==> config.mk <==
export PLATFORM = sky130hd
export DESIGN_NAME = clock_display_scan
export DESIGN_NICKNAME = d
export VERILOG_FILES = /design/src/rtl/clock_display_scan.sv
export SDC_FILE = /design/constraint.sdc
export NUM_CORES = 1
export LEC_CHECK = 0
export CAP_MARGIN = 0
export CORE_UTILIZATION = 49
export CTS_CLUSTER_SIZE = 8
export DETAILED_ROUTE_END_ITERATION = 8
export GPL_TIMING_DRIVEN = 0
export HOLD_SLACK_MARGIN = 0.12
export PLACE_DENSITY = 0.75
export SYNTH_ARGS = -nofsm -noshare
export SYNTH_HDL_FRONTEND = slang
export SYNTH_SLANG_ARGS = --single-unit
==> constraint.sdc <==
create_clock -name clk -period 3.48 [get_ports clk]
set_clock_uncertainty 0.15 [all_clocks]
set_input_delay 0.696 -clock clk [delete_from_list [all_inputs] [get_ports clk]]
set_output_delay 0.696 -clock clk [all_outputs]
set_load 0.01 [all_outputs]
==> src/rtl/clock_display_scan.sv <==
`default_nettype none
// +------------------------------------------------------------------------+
// | Module : clock_display_scan                                            |
// | Scans six BCD time digits onto a common-anode 7-segment display with   |
// | per-frame snapshot, colon blink, set-mode flashing and hour blanking.  |
// | Rev    : 1.0                                                           |
// +------------------------------------------------------------------------+
module clock_display_scan #(
  parameter int SCAN_DIV = 50000,
  parameter int LZ_BLANK = 1
) (
  input  logic       clk,
  input  logic       cr,
  input  logic [7:0] hour,
  input  logic [7:0] minute,
  input  logic [7:0] second,
  input  logic       sec_tick,
  input  logic [5:0] blink_mask,
  output logic [5:0] an,
  output logic [6:0] seg,
  output logic       dp
);

  localparam int                 c_DIV_W   = (SCAN_DIV > 1) ? $clog2(SCAN_DIV) : 1;
  localparam logic [c_DIV_W-1:0] c_DIV_MAX = c_DIV_W'(SCAN_DIV - 1);
  localparam logic [2:0]         c_IDX_MAX = 3'd5;
  localparam logic [6:0]         c_SEG_OFF = 7'h7F;
  localparam logic [6:0]         c_SEG_DASH = 7'h3F;

  logic [c_DIV_W-1:0] r_div_cnt;
  logic [2:0]         r_idx;
  logic               r_blink_phase;
  logic               r_snap_pend;
  logic [23:0]        r_snapshot;
  logic [5:0]         r_an;
  logic [6:0]         r_seg;
  logic               r_dp;

  logic               w_div_wrap;
  logic [3:0]         w_nibble;
  logic [6:0]         w_seg_dec;
  logic               w_mask_bit;
  logic               w_blank;
  logic [5:0]         w_an;
  logic [6:0]         w_seg;
  logic               w_dp;

  assign w_div_wrap = (r_div_cnt == c_DIV_MAX);

  // Snapshot layout is {hour, minute, second}; idx 0 is the seconds units.
  always_comb begin
    w_nibble   = 4'd0;
    w_mask_bit = 1'b0;
    case (r_idx)
      3'd0: begin w_nibble = r_snapshot[3:0];   w_mask_bit = blink_mask[0]; end
      3'd1: begin w_nibble = r_snapshot[7:4];   w_mask_bit = blink_mask[1]; end
      3'd2: begin w_nibble = r_snapshot[11:8];  w_mask_bit = blink_mask[2]; end
      3'd3: begin w_nibble = r_snapshot[15:12]; w_mask_bit = blink_mask[3]; end
      3'd4: begin w_nibble = r_snapshot[19:16]; w_mask_bit = blink_mask[4]; end
      3'd5: begin w_nibble = r_snapshot[23:20]; w_mask_bit = blink_mask[5]; end
      default: begin w_nibble = 4'd0; w_mask_bit = 1'b0; end
    endcase
  end

  always_comb begin
    w_seg_dec = c_SEG_DASH;
    case (w_nibble)
      4'd0: w_seg_dec = 7'h40;
      4'd1: w_seg_dec = 7'h79;
      4'd2: w_seg_dec = 7'h24;
      4'd3: w_seg_dec = 7'h30;
      4'd4: w_seg_dec = 7'h19;
      4'd5: w_seg_dec = 7'h12;
      4'd6: w_seg_dec = 7'h02;
      4'd7: w_seg_dec = 7'h78;
      4'd8: w_seg_dec = 7'h00;
      4'd9: w_seg_dec = 7'h10;
      default: w_seg_dec = c_SEG_DASH;
    endcase
  end

  // Flashing digits go dark during the first half of each blink period.
  always_comb begin
    w_blank = 1'b0;
    if (w_mask_bit && !r_blink_phase) begin
      w_blank = 1'b1;
    end
    if ((LZ_BLANK != 0) && (r_idx == c_IDX_MAX) && (w_nibble == 4'd0)) begin
      w_blank = 1'b1;
    end
  end

  assign w_an  = ~(6'b000001 << r_idx);
  assign w_seg = w_blank ? c_SEG_OFF : w_seg_dec;
  assign w_dp  = !(((r_idx == 3'd2) || (r_idx == 3'd4)) && r_blink_phase);

  always_ff @(posedge clk) begin
    if (cr) begin
      r_div_cnt     <= '0;
      r_idx         <= 3'd0;
      r_blink_phase <= 1'b0;
      r_snap_pend   <= 1'b1;
      r_snapshot    <= 24'd0;
      r_an          <= 6'h3F;
      r_seg         <= c_SEG_OFF;
      r_dp          <= 1'b1;
    end else begin
      if (w_div_wrap) begin
        r_div_cnt <= '0;
        if (r_idx == c_IDX_MAX) begin
          r_idx       <= 3'd0;
          r_snap_pend <= 1'b1;
        end else begin
          r_idx <= r_idx + 3'd1;
        end
      end else begin
        r_div_cnt <= r_div_cnt + 1'b1;
      end

      // SCAN_DIV >= 2 keeps the capture edge apart from the frame-wrap edge.
      if (r_snap_pend) begin
        r_snapshot  <= {hour, minute, second};
        r_snap_pend <= 1'b0;
      end

      if (sec_tick) begin
        r_blink_phase <= ~r_blink_phase;
      end

      r_an  <= w_an;
      r_seg <= w_seg;
      r_dp  <= w_dp;
    end
  end

  assign an  = r_an;
  assign seg = r_seg;
  assign dp  = r_dp;

endmodule
`default_nettype wire
# ---- Yosys cells after proc, flatten, opt, wreduce, memory -nomap -nowiden
# Memory sizes are Yosys's and may differ from the RTL's. A register that Yosys moved wholly into a read port is not among the register bits.
# Cells that the tools add are included.
# W data, S select, Z words.
dict set report word_totals {
  rom_bits 112
  regBits 52
  out_inout_bits 14
  mem_count 1
  word_cells 37
  inputBits 33
}
dict set report classes {
  mux 8
  eq_ne 6
  shift 1
  n_reduce_logical 10
  n_bitwise 2
  addsub 2
}
# memory words word_bits read_ports rd_clocked_by_memory_dff wr line
set mem_list {}
lappend mem_list {{(no name shown)} 16 7 1 1 0 67} ;# case (w_nibble)
# operator n
set ops {}
lappend ops {{$pmux W4 S6} 1}
lappend ops {{$add A16 B1 Y16 const B} 1}
lappend ops {{$eq A16 B16 Y1 const B} 1}
lappend ops {{$eq A3 B2 Y1 const B} 2}
lappend ops {{$eq A3 B3 Y1 const B} 2}
lappend ops {{$not A6 Y6} 1}
lappend ops {{$pmux W1 S6} 1}
lappend ops {{$shl A1 B3 Y6 const A} 1}
lappend ops {{$mux W1} 5}
lappend ops {{$logic_not A4 Y1} 1}
lappend ops {{$reduce_or A2 Y1} 2}
lappend ops {{$add A3 B1 Y3 const B} 1}
lappend ops {{$eq A3 B1 Y1 const B} 1}
lappend ops {{$logic_and A1 B1 Y1} 3}
lappend ops {{$logic_not A3 Y1} 1}
lappend ops {{$mux W3} 1}
lappend ops {{$logic_not A1 Y1} 2}
lappend ops {{$logic_or A1 B1 Y1} 1}
lappend ops {{$not A1 Y1} 1}

# ---- Logic depth before layout (Yosys ltp)
dict set report depth {
  word_depth 6
  ltp_mapped 13
  ltp_nobuf 10
}

# ---- Worst setup path before layout
# OpenSTA, ideal clock, no wires.
dict set report synth_path {
  path_kind {register -> register}
  startpoint {register r_idx[0]}
  endpoint {register r_seg[5] (netlist: seg[5])}
  t_required_ps 3215
  slack_ps 788
  period_less_slack_ps 2692
  path_stages_with_launch 12
  setup_ps 115
  t_arrival_ps 2427
  path_buffers 3
  cell_sequence {dfxtp_1 > buf_2 > buf_2 > inv_1 > nor2_1 > ha_1 > clkbuf_1 > a221oi_1 > inv_1 > ha_1 > mux2_2 > o21a_1}
}
dict set report synth_via {
  elab_chain_cells 6
}
# element line
set synth_rtl {}
lappend synth_rtl {{from (decl)} 31} ;# logic [2:0] r_idx;
lappend synth_rtl {{from (signal assigned)} 114} ;# r_idx <= r_idx + 3'd1;
lappend synth_rtl {{$eq A3 B3 Y1 (tied with other cells)} {54, 88}}
lappend synth_rtl {{$pmux W4 S6 / $pmux W1 S6 (equally long branches)} 54} ;# case (r_idx)
lappend synth_rtl {{$logic_not A4 Y1 / $logic_and A1 B1 Y1 (equally long branches)} {88, 85}}
lappend synth_rtl {{$logic_and A1 B1 Y1 / $mux W1 (equally long branches)} {88, 85}}
lappend synth_rtl {{$mux W1} 88} ;# if ((LZ_BLANK != 0) && (r_idx == c_IDX_MAX) && (w_nibble == 4'd0)) begin
lappend synth_rtl {{$reduce_or A2 Y1 (no line)} -}
lappend synth_rtl {{to (decl)} 36} ;# logic [6:0] r_seg;
# Several ways; a longest one is shown, not always the timed one.
# A chain may end at the register's enable or synchronous reset.

# ---- Worst setup path in the final report
# Ends and elaborated chain as after synthesis.

==> flow_metrics.py <==
metrics = {
    "timing": {
        "hold_violations": 0,
        "period_share_pct": 90.0,
        "relSlewSlack_pct": 38.4,
        "finalCriticalPeriod_ps": 3130,
        "drv_slew": 0,
        "finalSetupViolCount": 0,
        "worstMarginPinSlew_ps": 923,
        "timing.setup.tns_ps": 0,
        "whs_ps": 311,
        "rsz0062_at_grt": "false",
        "fmax_mhz": 319,
    },
    "clocking": {
        "clock_path_buffers": 2,
        "postCtsHoldBufs": 0,
        "postCtsSetupBuffers": 0,
        "h-tree-depth": 3,
        "cts_buffers": 9,
        "clock_latency_ps": 330,
        "ctsResizeCount": 0,
        "cts_tree": "built",
        "cts.clk_slew.worst_paths_ps": 60,
        "cts_root_buf": "clkbuf_8",
        "clock-sinks": 59,
    },
    "setup_path": {
        "critical_path_class": "reg2reg",
        "critPathMaxFanout": 10,
        "required_ps": 3550,
        "cp-start-kind": "flip-flop",
        "critPathArrivalTime_ps": 3210,
        "max_stage_delay_ps": 840,
        "endpoint_kind": "flip-flop",
        "path_cells": "buf_2 > buf_2 > inv_1 > nor2_1 > ha_1 > clkbuf_1 > a221oi_1 > inv_1 > ha_1 > mux2_2 > o21a_1",
        "cp_top_family": "compound AO/OA/AOI/OAI gates",
        "critPathBufInv": 5,
        "cp_slowest_cell": "a221oi_1",
    },
    "floorplan": {
        "num_rows": 26,
        "pin_count": 47,
        "die_x_um": 75.3,
        "die_y_um": 75.3,
        "start_util_pct": 51.2,
        "core-area_mm2": 0.00514,
        "die_area_mm2": 0.00567,
    },
    "power": {
        "p_per_area_mw_per_mm2": 423,
        "peakVddDrop_mv": 0.309,
        "power_mw": 1.41,
        "intPower_mw": 1.08,
        "p_sw_mw": 0.322,
        "combPwrFrac_pct": 11.8,
        "p_seq_share_pct": 51.3,
        "pwr-share-clk_pct": 36.9,
        "p_leak_nw": 1.38,
        "sw_frac_of_total_pct": 22.9,
    },
    "synth": {
        "synth_seq_area_share_pct": 44.8,
        "synth_flop_cell": "dfxtp_1",
        "synth_edf_count": 0,
        "postSynthAreaPerCell_um2": 9.51,
        "yosysMostFrequentCell": "dfxtp_1",
        "ys_seq_elements": 59,
        "synth_top_area_share_pct": 44.8,
        "synth_cell_types": 46,
        "yosysTopAreaCell": "dfxtp_1",
        "async_flop_share_pct": 0,
        "synth_fp_nets": 317,
        "ys.warnings.count": 0,
        "syn_inst": 277,
        "synth_commonest_cells": "dfxtp_1, nor2_1, mux2i_1",
        "syn-cell-area_mm2": 0.00263,
        "yosys-top-cells-area": "dfxtp_1, mux2i_1, nor2_1, ha_1, xor2_1",
    },
    "routing": {
        "drc": 0,
        "num_vias": 2084,
        "wl_um": 5520,
        "ant_nets": 0,
        "wl_per_cell_um": 13.7,
        "dr.pass1.iters": 4,
        "vias_per_cell": 5.16,
        "met1_length_um": 2580,
        "wl_met2_um": 2500,
        "top_layer": "met4",
        "met3_length_um": 289,
        "first_iter_violations": 119,
    },
    "place": {
        "hpwl_um": 4020,
        "gp_congestion": 0.826,
        "numPortBuffers": 45,
    },
    "min_path": {
        "hold_class": "reg2reg",
    },
    "cells_and_area": {
        "syn_to_final_growth_pct": 26.3,
        "diodes": 0,
        "nNetsFinal": 373,
        "drive_above_1_share_pct": 7.78,
        "fillers": 453,
    },
    "global_route": {
        "antenna_found_initial": 0,
        "grt_max_degree": 11,
        "grt_pass1_wl_um": 9390,
        "globalRouteOverflowTotal": 0,
        "grt_pass1_vias": 2045,
        "grtUsageTotal_pct": 22.8,
    },
    "run": {
        "drv_cap": 0,
    },
    "run_status": {
        "status": "completed",
    },
}
==> final timing paths <==
path,slack (ps),start,to,depth (start not counted)
worst min register to register,310,r_div_cnt[0],r_div_cnt[0],1
worst min-delay path,310,r_div_cnt[0],r_div_cnt[0],1
worst max register to register,350,r_idx[0],seg[5],11
worst max-delay path,350,r_idx[0],seg[5],11
==> worst register-to-register path, stage by stage (launching register included) <==
cell,delay [ps]
dfxtp_1,290
buf_2,170
buf_2,210
inv_1,120
nor2_1,60
ha_1,170
clkbuf_1,190
a221oi_1,840
inv_1,160
ha_1,260
mux2_2,260
o21a_1,160
==> per-stage QoR <==
stage / cells / cell area, um2 / util (%) / setup WS [ps]
3_3_place_gp: 392 / 3170 / 61.7 / 364
5_1_grt: 404 / 3330 / 64.7 / 74.5
3_5_place_dp: 392 / 3170 / 61.7 / 332
6_report: 404 / 3330 / 64.7 / 347
4_1_cts: 404 / 3330 / 64.7 / 324
2_1_floorplan: 277 / 2630 / - / 788
==> sequential cells by signal, summed over array words and instances, names as in the netlist <==
name and count:
an 6, dp 1, r_blink_phase 1, r_div_cnt 16
r_idx 3, r_snap_pend 1, r_snapshot 24, seg 7
==> cell families (layout without fill, tap and decap cells) <==
| logic type | count (synthesis) | in the layout | share of synthesized area, % |
|---|---|---|---|
| AO/OA/AOI/OAI | 27 | 27 | 7.79 |
| multiplexers | 37 | 37 | 14.6 |
| flip-flops | 59 | 59 | 44.8 |
| adder cells (fa/ha/maj) | 7 | 7 | 3.33 |
| buffers and inverters | 27 | 84 | 4.75 |
| XOR/XNOR | 17 | 17 | 5.65 |
| AND/OR/NAND/NOR | 103 | 103 | 19.0 |
==> layout make-up <==
class | count | area, um2 | share of cell area, %
well taps | 70 | 87.6 | 2.63
repair buffers | 45 | 450 | 13.5
multi-input cells | 191 | 1330 | 39.9
clock buffers | 12 | 155 | 4.66
flip-flops and latches | 59 | 1180 | 35.5
inverters | 12 | 45.0 | 1.35
plain buffers | 15 | 80.1 | 2.41
==> layer usage <==
metal / vias to the layer above / track usage [%]
met5: - / 0
met4: 0 / 12.8
met3: 13 / 7.14
met2: 57 / 36.7
met1: 956 / 27.1
li1: 1058 / -
==> cells in the final DEF (no fill, tap or decap), types with 3 or more instances in the layout <==
cell type	synthesis	routed
a21oi_1	4	4
a221oi_1	4	4
a31o_2	3	3
buf_2	4	4
clkbuf_1	9	10
clkbuf_8	0	11
clkdlybuf4s50_1	0	45
dfxtp_1	59	59
ha_1	7	7
inv_1	11	11
mux2i_1	34	34
nand2_1	12	12
nand2b_1	3	3
nand3_1	7	7
nand4_1	6	6
nor2_1	55	55
o21a_1	4	4
xnor2_1	7	7
xor2_1	10	10
==> power groups by stage <==
stage          sequential, mW  clock [mW]  combinational [mW]
2_1_floorplan           0.738           0              0.0864
3_3_place_gp            0.735           0               0.163
3_5_place_dp            0.736           0               0.166
4_1_cts                 0.721       0.533               0.167
5_1_grt                 0.725       0.558               0.184
6_report                0.721       0.518               0.167
Note: power is estimated with default switching activity, not from simulation.
